===== src/rtl/fp_normalize_pipe.sv =====
`timescale 1ns/1ps
// fp_normalize_pipe: two-stage normalizer between the mantissa datapaths and
// the rounder. S1 registers the operation with its leading-zero count and path
// select; S2 shifts, adjusts the exponent and registers the rounder-facing outputs.
module fp_normalize_pipe #(
    parameter int exp_width  = 8,
    parameter int frac_width = 23
) (
    input  logic                  clk,
    input  logic                  reset,
    input  logic                  in_valid,
    output logic                  in_ready,
    input  logic                  in_sign,
    input  logic [exp_width-1:0]  in_exp,
    input  logic [frac_width+4:0] in_mant,
    input  logic                  in_sticky,
    input  logic [1:0]            in_mode,
    output logic                  out_valid,
    input  logic                  out_ready,
    output logic                  out_sign,
    output logic [1:0]            out_mode,
    output logic [frac_width+2:0] out_frac,
    output logic [exp_width-1:0]  out_exp,
    output logic                  out_zero,
    output logic                  out_ovf
);
    localparam int M   = frac_width + 5;
    localparam int LW  = $clog2(M);
    // Exponent math runs one bit wider than the larger of exponent / lzc widths
    // so e+1 and the min() compare never wrap.
    localparam int EW2 = ((exp_width > LW) ? exp_width : LW) + 1;
    localparam logic [EW2-1:0] ONE  = 1;
    localparam logic [EW2-1:0] EMAX = EW2'({exp_width{1'b1}});

    typedef enum logic [1:0] {PATH_LEFT, PATH_RIGHT, PATH_ZERO} path_t;

    typedef struct packed {
        logic                 sign;
        logic [1:0]           mode;
        logic [exp_width-1:0] exp;
        logic [M-2:0]         mant;   // carry bit is folded into the path select
        logic                 sticky;
        logic [LW-1:0]        lzc;
        path_t                path;
    } s1_t;

    logic [2:1]   vld_pipe;
    logic         s1_en, s2_en;
    logic [LW-1:0] lzc_c;
    s1_t          s1_d, s1_q;

    logic [EW2-1:0]        e_w, lzc_w, s_w, inc_w;
    logic [frac_width+2:0] nxt_frac;
    logic [exp_width-1:0]  nxt_exp;
    logic                  nxt_zero, nxt_ovf;

    // A stage may load when it is empty or the stage after it is moving.
    assign s2_en     = ~vld_pipe[2] | out_ready;
    assign s1_en     = ~vld_pipe[1] | s2_en;
    assign in_ready  = s1_en;
    assign out_valid = vld_pipe[2];

    // Leading zeros below the carry bit; ascending scan so the highest set bit wins.
    always_comb begin
        lzc_c = LW'(M - 1);
        for (int i = 0; i <= M - 2; i++)
            if (in_mant[i]) lzc_c = LW'(M - 2 - i);
    end

    // S1 capture: operation fields plus lzc and path select.
    always_comb begin
        s1_d.sign   = in_sign;
        s1_d.mode   = in_mode;
        s1_d.exp    = in_exp;
        s1_d.mant   = in_mant[M-2:0];
        s1_d.sticky = in_sticky;
        s1_d.lzc    = lzc_c;
        if (in_mant[M-1])      s1_d.path = PATH_RIGHT;
        else if (in_mant == '0) s1_d.path = PATH_ZERO;
        else                   s1_d.path = PATH_LEFT;
    end

    // S2 shift and exponent adjust; a biased exponent of 0 behaves as 1.
    always_comb begin
        e_w   = (s1_q.exp == '0) ? ONE : EW2'(s1_q.exp);
        lzc_w = EW2'(s1_q.lzc);
        inc_w = e_w + ONE;
        // Left shift stops at exponent 1 so subnormals keep their leading zeros.
        s_w   = (lzc_w < e_w - ONE) ? lzc_w : e_w - ONE;
        nxt_frac = '0;
        nxt_exp  = '0;
        nxt_zero = 1'b0;
        nxt_ovf  = 1'b0;
        case (s1_q.path)
            PATH_RIGHT: begin
                nxt_frac = {s1_q.mant[M-2:2], s1_q.mant[1] | s1_q.mant[0] | s1_q.sticky};
                if (inc_w >= EMAX) begin
                    nxt_exp = '1;
                    nxt_ovf = 1'b1;
                end else begin
                    nxt_exp = exp_width'(inc_w);
                end
            end
            PATH_ZERO: nxt_zero = 1'b1;
            default: begin
                nxt_frac    = (M-2)'(s1_q.mant << s_w);
                nxt_frac[0] = nxt_frac[0] | s1_q.sticky;
                nxt_exp     = (s_w == lzc_w) ? exp_width'(e_w - s_w) : '0;
            end
        endcase
    end

    // Valid shift register; reset flushes both stages.
    always_ff @(posedge clk or posedge reset) begin
        if (reset) begin
            vld_pipe <= '0;
        end else begin
            if (s1_en) vld_pipe[1] <= in_valid;
            if (s2_en) vld_pipe[2] <= vld_pipe[1];
        end
    end

    // S1 data register.
    always_ff @(posedge clk or posedge reset) begin
        if (reset)      s1_q <= '0;
        else if (s1_en) s1_q <= s1_d;
    end

    // S2 output registers; held while the consumer stalls.
    always_ff @(posedge clk or posedge reset) begin
        if (reset) begin
            out_sign <= 1'b0;
            out_mode <= '0;
            out_frac <= '0;
            out_exp  <= '0;
            out_zero <= 1'b0;
            out_ovf  <= 1'b0;
        end else if (s2_en) begin
            out_sign <= s1_q.sign;
            out_mode <= s1_q.mode;
            out_frac <= nxt_frac;
            out_exp  <= nxt_exp;
            out_zero <= nxt_zero;
            out_ovf  <= nxt_ovf;
        end
    end
endmodule


===== config.mk =====
export PLATFORM = sky130hd
export DESIGN_NAME = fp_normalize_pipe
export DESIGN_NICKNAME = d
export VERILOG_FILES = /design/src/rtl/fp_normalize_pipe.sv
export SDC_FILE = /design/constraint.sdc
export NUM_CORES = 1
export LEC_CHECK = 0
export CELL_PAD_IN_SITES_DETAIL_PLACEMENT = 1
export CELL_PAD_IN_SITES_GLOBAL_PLACEMENT = 2
export CORE_MARGIN = 2
export CORE_UTILIZATION = 35
export CTS_CLUSTER_DIAMETER = 50
export DETAILED_ROUTE_END_ITERATION = 16
export GPL_TIMING_DRIVEN = 1
export PLACE_DENSITY = 0.94
export SYNTH_ARGS = -nofsm -noshare
export SYNTH_HDL_FRONTEND = slang
export SYNTH_SLANG_ARGS = --single-unit
export TNS_END_PERCENT = 30

===== constraint.sdc =====
create_clock -name clk -period 10.8 [get_ports clk]
set_input_delay 3.24 -clock clk [delete_from_list [all_inputs] [get_ports clk]]
set_output_delay 3.24 -clock clk [all_outputs]
set_load 0.05 [all_outputs]

==> results of run 1 <==
[power by group through the flow]
stage	Sequential, mW	Combinational [mW]	Clock [mW]
final	0.432	0.544	0.315
after CTS	0.432	0.542	0.323
after global placement	0.434	0.530	0
after global routing	0.441	0.586	0.337
after detailed placement	0.438	0.539	0
after floorplan	0.530	0.267	0
[placed cells by master (no fill, tap or decap), types with 3 or more instances in the layout]
cell type,instances
a211oi_1,23
a21boi_0,5
a21o_1,7
a21oi_1,54
a221oi_1,8
a22oi_1,26
a31oi_1,7
a32oi_1,5
and2_1,3
and3_1,6
buf_4,10
clkbuf_16,9
clkdlybuf4s50_1,84
dfrtp_1,87
ha_1,14
inv_1,18
inv_2,5
inv_8,3
mux2_2,6
mux2i_1,18
nand2_1,168
nand2b_1,21
nand3_1,29
nor2_1,68
nor2_2,4
nor3_1,20
nor4_1,5
o211ai_1,15
o21a_1,4
o21ai_0,63
o21ai_1,5
o22a_1,5
o22ai_1,3
o31ai_1,6
o41ai_1,3
xnor2_1,9
[metrics by stage]
| stage | util | instances | power [mW] | hold slack (ps) |
|---|---|---|---|---|
| 6_report | 0.426 | 1117 | 1.29 | 469 |
| 5_1_grt | 0.426 | 1117 | 1.36 | 506 |
| 4_1_cts | 0.426 | 1117 | 1.30 | 475 |
| 3_5_place_dp | 0.409 | 1101 | 0.977 | 458 |
| 3_3_place_gp | 0.409 | 1101 | 0.965 | 452 |
| 2_1_floorplan | - | 841 | 0.797 | 425 |
[logic make-up (layout without fill, tap and decap cells)]
logic type | after synthesis | count (layout)
adder cells (fa/ha/maj) | 15 | 15
other | 1 | 2
AO/OA/AOI/OAI | 267 | 267
flip-flops | 87 | 87
buffers and inverters | 87 | 134
XOR/XNOR | 10 | 10
AND/OR/NAND/NOR | 347 | 347
multiplexers | 26 | 26
[worst min-delay path by stage]
stage | start | end
final | out_mode[1] | out_mode[1]
after detailed placement | out_mode[1] | out_mode[1]
after floorplan | vld_pipe[1] | vld_pipe[2]
after global placement | s1_q[44] | s1_q[44]
after CTS | s1_q[34] | s1_q[34]
after global routing | s1_q[44] | s1_q[44]
[metal layers]
layer  global-route usage  part of all wire
met5                    0                 0
met4               0.0721             0.023
met3               0.0434             0.056
met2                0.349              0.43
met1                0.338              0.49
[registers in the layout, summed over array words and instances (netlist names)]
| signal | count |
|---|---|
| out_mode | 2 |
| lzc_w | 5 |
| s1_q | 41 |
| out_ovf | 1 |
| out_zero | 1 |
| out_exp | 8 |
| out_frac | 26 |
| vld_pipe | 2 |
| out_sign | 1 |
[tightest hold or removal path, delay by kind of cell, from the launching register on]
| family | cells | cell delay, ps |
|---|---|---|
| flip-flops | 1 | 340 |
| AND/OR/NAND/NOR | 2 | 100 |
[layout make-up]
cell class              instances  share of cell area
clock buffers                   9              0.0292
clock inverters                 7             0.00891
multi-input cells             667               0.513
repair buffers                 94               0.119
well taps                     229              0.0371
inverters                      24              0.0118
flip-flops and latches         87               0.282
==> key figures, run 1 <==
Run status
  – Result of the run: finished, final reports clean

CTS
  – CTS tree: done
  – Number of buffers added by the clock tree synthesis step: 9
  – CTS clock-pin slew for the worst setup and hold paths: ~70 ps
  – Setup bufs post-CTS: 0
  – H-tree levels: 3
  – Number of hold buffers added after CTS: 0
  – Insertion delay to the later sink of the worst-skew pair: 360 ps
  – Clock root buffer: clkbuf_16
  – Maximum buffer depth of the clock tree: 2
  – Clock Sinks: 87
  – Number of cells upsized or downsized after cts: 0

Critical path
  – Startpoint of the worst register-to-register path: s1_q[37]
  – Setup slack of the most critical reg-to-reg path: about 3800 ps
  – Top Family by Delay on Critical Path: buffers and inverters
  – Cell-by-cell trace of the critical path: clkdlybuf4s50_1 > nor2b_2 > buf_4 > and2_2 > inv_1 > clkdlybuf4s50_1
  – R2R cell count: 23
  – Crit-path slowest cell: clkdlybuf4s50_1
  – Last element of the critical path: in_ready
  – Maximum fanout count along the critical path: 39
  – CP Buf/Inv Count: 4
  – Critical Path Start Type: input port
  – Req. time, crit path: ~7600 ps
  – Worst setup path startpoint: out_ready
  – Reg2reg end: out_exp[7]
  – Cell repeated most along the worst path: clkdlybuf4s50_1
  – Slowest Stage Delay on Critical Path: roughly 810 ps
  – Category of the critical setup timing path: input port to output port
  – Sort of element at the end of the critical path: output port
  – Worst Path Arrival: between 5000 and 6000 ps
  – Depth of the critical timing path with buffers and inverters included: 6

Power and ir drop
  – Combinational cell fraction of total power: 0.422
  – Register share of total power: 0.335
  – P per Cell Area: ~170 nW/um^2
  – Clock network power share: 0.244
  – Internal power: 0.729 mW
  – Leakage dissipation: approximately 3.2 nW
  – Worst IR Drop VDD: between 0.07 and 0.08 mV
  – Switching share of power: 0.435
  – Switching power: approximately 0.56 mW

Global routing
  – Global-route usage over all layers: 0.232
  – Global-route wire length before repair: between 30000 and 40000 um
  – Gr ovfl total: 0
  – Pin count of the biggest net entering global routing: 56
  – Antenna violations before repair: 0
  – Vias in the first global route: ~6400

Yosys
  – Area share of the largest cell type after synthesis: 0.334
  – Most area-consuming cells after synthesis: dfrtp_1, nand2_1, o21ai_0, a21oi_1, nor2_1
  – Summed instance area of the synthesized netlist: around 6500 um^2
  – Avg Cell Area, Syn: just under 8 um^2
  – Fraction of synthesized cell area in xor and xnor cells: 0.0134
  – Mux cell area share after synthesis: 0.0418
  – Number of enable-type register cells in the synthesized netlist: 0
  – Post-synthesis async set-or-reset flop share: 1.00
  – Number of flip-flops and latches in the synthesized netlist: 87
  – Count leader, synth: nand2_1
  – Most used standard cells in the synthesized netlist: nand2_1, dfrtp_1, nor2_1
  – Synth Area in Compound Gates: 0.276
  – Synth unique cells: 81
  – Area leader, netlist: dfrtp_1
  – Post-Synth Simple-Gate Area: 0.244
  – Cells after Synth: 840
  – Yosys warning count: 0
  – Fraction of the mapped netlist area in adder cells: 0.0299
  – Sequential cell area fraction in the yosys report: 0.334
  – Dominant combinational cell family by area after synthesis: compound AO/OA/AOI/OAI gates
  – Primary flip-flop cell chosen by synthesis mapping: dfrtp_1

Timing
  – Final setup violation count: 0
  – Setup TNS: 0 ps
  – Worst Slack Setup Final: ~2400 ps
  – Measured slew at the worst slew-check pin: about 920 ps
  – Fmax: approximately 120 MHz
  – Post-Route Skew: ~7.9 ps
  – Number of failing hold endpoints at the final stage: 0
  – Post-route minimum period: roughly 8400 ps
  – Ratio of final minimum period to clock period: 0.780
  – Setup repair after global routing missed its margin: no
  – Final Max Slew Viols: 0
  – Relative slew slack: 0.382

Cells and area
  – Final instance area: ~7700 um^2
  – P&R area growth vs syn: 18.5%
  – Total inserted antenna cells: 0
  – Multi-input gate area: 3960 um^2
  – Count of fill cells added during filler insertion: about 2200
  – Share of final-layout standard cells stronger than drive strength 1: 0.0743
  – Count of nets after finishing: about 940
  – Combined flip-flop and latch cell area: around 2200 um^2

Detailed routing
  – Total DRC errors in the routed layout: 0
  – Via total after detailed routing: between 6000 and 7000
  – Violation count after the first detailed-route iteration: 490
  – Final wirelength: ~22000 um
  – Pre-Repair DR Iteration Count: 5
  – Remaining number of nets flagged by the antenna check after routing: 0
  – Average wire length per cell after detail routing: 20.1 um
  – Average via count per standard cell: a little under 6

Die
  – Overall die height: between 100 and 150 um
  – Area of the core region: roughly 18000 um^2
  – I/O pin count: 85
  – Die footprint: 19700 um^2
  – Site row count: 49
  – Die extent in x: 141 um
  – Initial standard-cell utilization of the core: 0.359

Min path
  – Kind of path behind the tightest hold check: flip-flop to flip-flop
  – WHS Path Cells: 2

Place
  – Final Wtd Congestion: around 0.9
  – Minimum setup slack after placement: about 2400 ps
  – Post-DP HPWL: between 15000 and 20000 um
  – Total placed instance area: roughly 7400 um^2
  – Buffers added on ports: 84

Job
  – Number of max-cap violations: 0
No activity file was read; power rests on OpenSTA's default activity.
==> inputs of run 2 (changes only) <==
--- a/config.mk
+++ b/config.mk
@@ -8,11 +8,11 @@
 export CELL_PAD_IN_SITES_DETAIL_PLACEMENT = 1
 export CELL_PAD_IN_SITES_GLOBAL_PLACEMENT = 2
 export CORE_MARGIN = 2
-export CORE_UTILIZATION = 35
+export CORE_UTILIZATION = 33
 export CTS_CLUSTER_DIAMETER = 50
 export DETAILED_ROUTE_END_ITERATION = 16
 export GPL_TIMING_DRIVEN = 1
-export PLACE_DENSITY = 0.94
+export PLACE_DENSITY = 0.89
 export SYNTH_ARGS = -nofsm -noshare
 export SYNTH_HDL_FRONTEND = slang
 export SYNTH_SLANG_ARGS = --single-unit
==> constraint.sdc (replaced) <==
create_clock -name clk -period 7.75 [get_ports clk]
set_input_delay 2.325 -clock clk [delete_from_list [all_inputs] [get_ports clk]]
set_output_delay 2.325 -clock clk [all_outputs]
set_load 0.05 [all_outputs]
==> key figures, run 2 (synthesis gave the netlist of run 1 again) <==
Cells and area
  – Count of fill cells added during filler insertion: 2356 (was 2224)
  – Share of final-layout standard cells stronger than drive strength 1: 0.0755 (was 0.0743)
  – Most flops, register: s1_q (unchanged)
  – Commonest cells after routing, fill and taps aside: nand2_1, dfrtp_1, clkdlybuf4s50_1, nor2_1, o21ai_0 (unchanged)
  – Total inserted antenna cells: 0 (unchanged)
  – Count of nets after finishing: 942 (unchanged)
  – P&R area growth vs syn: 20.0% (was 18.5%)
  – Largest register FFs: 41 (unchanged)
  – Leading cell type in the layout, fill and taps excluded: nand2_1 (unchanged)
  – Largest registers: s1_q (41), out_frac (26), out_exp (8) (unchanged)

Power and ir drop
  – Clock network power share: 0.275 (was 0.244)
  – Switching power: 0.774 mW (was 0.562 mW)
  – Internal power: 1.11 mW (was 0.729 mW)
  – Register share of total power: 0.321 (was 0.335)
  – Leakage dissipation: 3.26 nW (was 3.23 nW)
  – Worst IR Drop VDD: 0.0913 mV (was 0.0703 mV)
  – Combinational cell fraction of total power: 0.404 (was 0.422)
  – Switching share of power: 0.411 (was 0.435)
  – P per Cell Area: 241 nW/um^2 (was 167 nW/um^2)

Critical path
  – Category of the critical setup timing path: flip-flop to flip-flop (was input port to output port)
  – Req. time, crit path: 7910 ps (was 7560 ps)
  – Maximum fanout count along the critical path: 25 (was 39)
  – Sort of element at the end of the critical path: flip-flop (was output port)
  – Critical Path Start Type: flip-flop (was input port)
  – Worst Path Arrival: 6780 ps (was 5180 ps)
  – Startpoint of the worst register-to-register path: s1_q[40] (was s1_q[37])
  – R2R cell count: 24 (was 23)
  – Worst setup path startpoint: s1_q[40] (was out_ready)

Detailed routing
  – Final wirelength: 23000 um (was 22500 um)
  – Remaining number of nets flagged by the antenna check after routing: 0 (unchanged)
  – Pre-Repair DR Iteration Count: 5 (unchanged)
  – Via total after detailed routing: 6462 (was 6587)
  – Total DRC errors in the routed layout: 0 (unchanged)
  – Average via count per standard cell: 5.60 (was 5.90)
  – Violation count after the first detailed-route iteration: 458 (was 490)
  – Average wire length per cell after detail routing: 19.9 um (was 20.1 um)

Die
  – Site row count: 51 (was 49)
  – Overall die height: 145 um (was 141 um)
  – I/O pin count: 85 (unchanged)
  – Area of the core region: 19400 um^2 (was 18100 um^2)
  – Die extent in x: 145 um (was 141 um)
  – Die footprint: 20900 um^2 (was 19700 um^2)
  – Initial standard-cell utilization of the core: 0.336 (was 0.359)

Global routing
  – Global-route usage over all layers: 0.233 (was 0.232)
  – Vias in the first global route: 6585 (was 6389)
  – Global-route wire length before repair: 37400 um (was 36300 um)
  – Gr ovfl total: 0 (unchanged)
  – Antenna violations before repair: 0 (unchanged)
  – Pin count of the biggest net entering global routing: 56 (unchanged)

Timing
  – Measured slew at the worst slew-check pin: 1060 ps (was 924 ps)
  – Setup TNS: 0 ps (unchanged)
  – Post-Route Skew: 9.25 ps (was 7.87 ps)
  – Post-route minimum period: around 6600 ps
  – Final Max Slew Viols: 0 (unchanged)
  – Setup repair after global routing missed its margin: no (unchanged)
  – Worst Slack Setup Final: 1130 ps (was 2380 ps)
  – Ratio of final minimum period to clock period: 0.854
  – Relative slew slack: 0.291 (was 0.382)
  – Number of failing hold endpoints at the final stage: 0 (unchanged)
  – Fmax: ~150 MHz
  – Final setup violation count: 0 (unchanged)

Place
  – Minimum setup slack after placement: 1220 ps (was 2370 ps)
  – Post-DP HPWL: 17700 um (was 16900 um)
  – Final Wtd Congestion: 0.990 (was 0.908)
  – Buffers added on ports: 84 (unchanged)

Min path
  – Start point of the worst min-delay path: out_sign (was out_mode[1])
  – WHS Path Cells: 2 (unchanged)
  – Kind of path behind the tightest hold check: flip-flop to flip-flop (unchanged)

CTS
  – Clock root buffer: clkbuf_16 (unchanged)
  – Maximum buffer depth of the clock tree: 2 (unchanged)
  – Number of buffers added by the clock tree synthesis step: 9 (unchanged)
  – CTS clock-pin slew for the worst setup and hold paths: 70 ps (about the same)
  – CTS tree: done (unchanged)
  – H-tree levels: 3 (unchanged)
  – Setup bufs post-CTS: 0 (unchanged)
  – Number of cells upsized or downsized after cts: 0 (unchanged)
  – Insertion delay to the later sink of the worst-skew pair: 360 ps (about the same)
  – Clock Sinks: 87 (unchanged)
  – Number of hold buffers added after CTS: 0 (unchanged)

Job
  – Number of max-cap violations: 0 (unchanged)

Run status
  – Result of the run: finished, final reports clean (unchanged)
[run 2: cell count changes in the layout (fill, tap and decap cells not counted), sizes merged]
| cell | delta |
|---|---|
| clkinvlp | +1 |
| buf | +1 |
| clkinv | -2 |
| bufinv | +3 |
| inv | -2 |
| clkdlybuf4s50 | -1 |
[run 2: worst paths after layout]
| path | slack [ps] | endpoint |
|---|---|---|
| max | 1130 | out_exp[7] |
| min | 470 | out_sign |
| max reg2reg | 1130 | out_exp[7] |
| min reg2reg | 470 | out_sign |
| max in group asynchronous | 4290 | out_frac[18] |
| min in group asynchronous | 2360 | lzc_w[4] |
[run 2: final cells by class]
cell class / instances / area (um^2) / share of cell area
sequential: 87 / 2180 / 0.278
clock buffer: 9 / 225 / 0.0288
multi-input combinational: 667 / 3960 / 0.506
timing repair buffer: 94 / 913 / 0.117
inverter: 24 / 91.3 / 0.0117
clock inverter: 7 / 126 / 0.0161
tap: 265 / 332 / 0.0424
[run 2: critical path, cell delays in order, from the launching register on]
cell and delay [ps]:
dfrtp_1 520, nor4_4 480, a21o_1 290, inv_1 120, ha_1 240, nor3b_1 170
xnor2_1 190, ha_1 330, o21ai_0 110, o21ai_0 590, a21o_1 780, and3_1 320
nor2_2 40, buf_4 200, inv_2 280, ha_1 290, nor2b_1 120, o21ai_0 200
a21boi_0 140, o21ai_0 200, a21boi_0 150, o21ai_0 230, a21boi_0 110, o21ai_0 160
a41oi_1 140
[run 2: per-layer routing]
layer | track usage | vias to the layer above | part of all wire
li1 | - | 3093 | -
met1 | 0.344 | 3138 | 0.50
met2 | 0.342 | 191 | 0.43
met4 | 0.0787 | 0 | 0.027
met3 | 0.0404 | 40 | 0.048
met5 | 0 | - | 0
[run 2: power by group through the flow]
stage	Sequential [mW]	Clock [mW]	Combinational (mW)
CTS	0.603	0.528	0.759
global placement	0.606	0	0.746
detailed placement	0.612	0	0.755
global route	0.614	0.546	0.825
finish	0.603	0.518	0.761
floorplan	0.738	0	0.373
[run 2: metrics by stage]
| step | power (mW) | hold slack, ps | cell area, um^2 | cells | utilization |
|---|---|---|---|---|---|
| floorplan | 1.11 | 425 | 6530 | 841 | - |
| global placement | 1.35 | 431 | 7470 | 1137 | 0.385 |
| detailed placement | 1.37 | 454 | 7470 | 1137 | 0.385 |
| CTS | 1.89 | 471 | 7830 | 1153 | 0.403 |
| global route | 1.99 | 487 | 7830 | 1153 | 0.403 |
| finish | 1.88 | 466 | 7830 | 1153 | 0.403 |
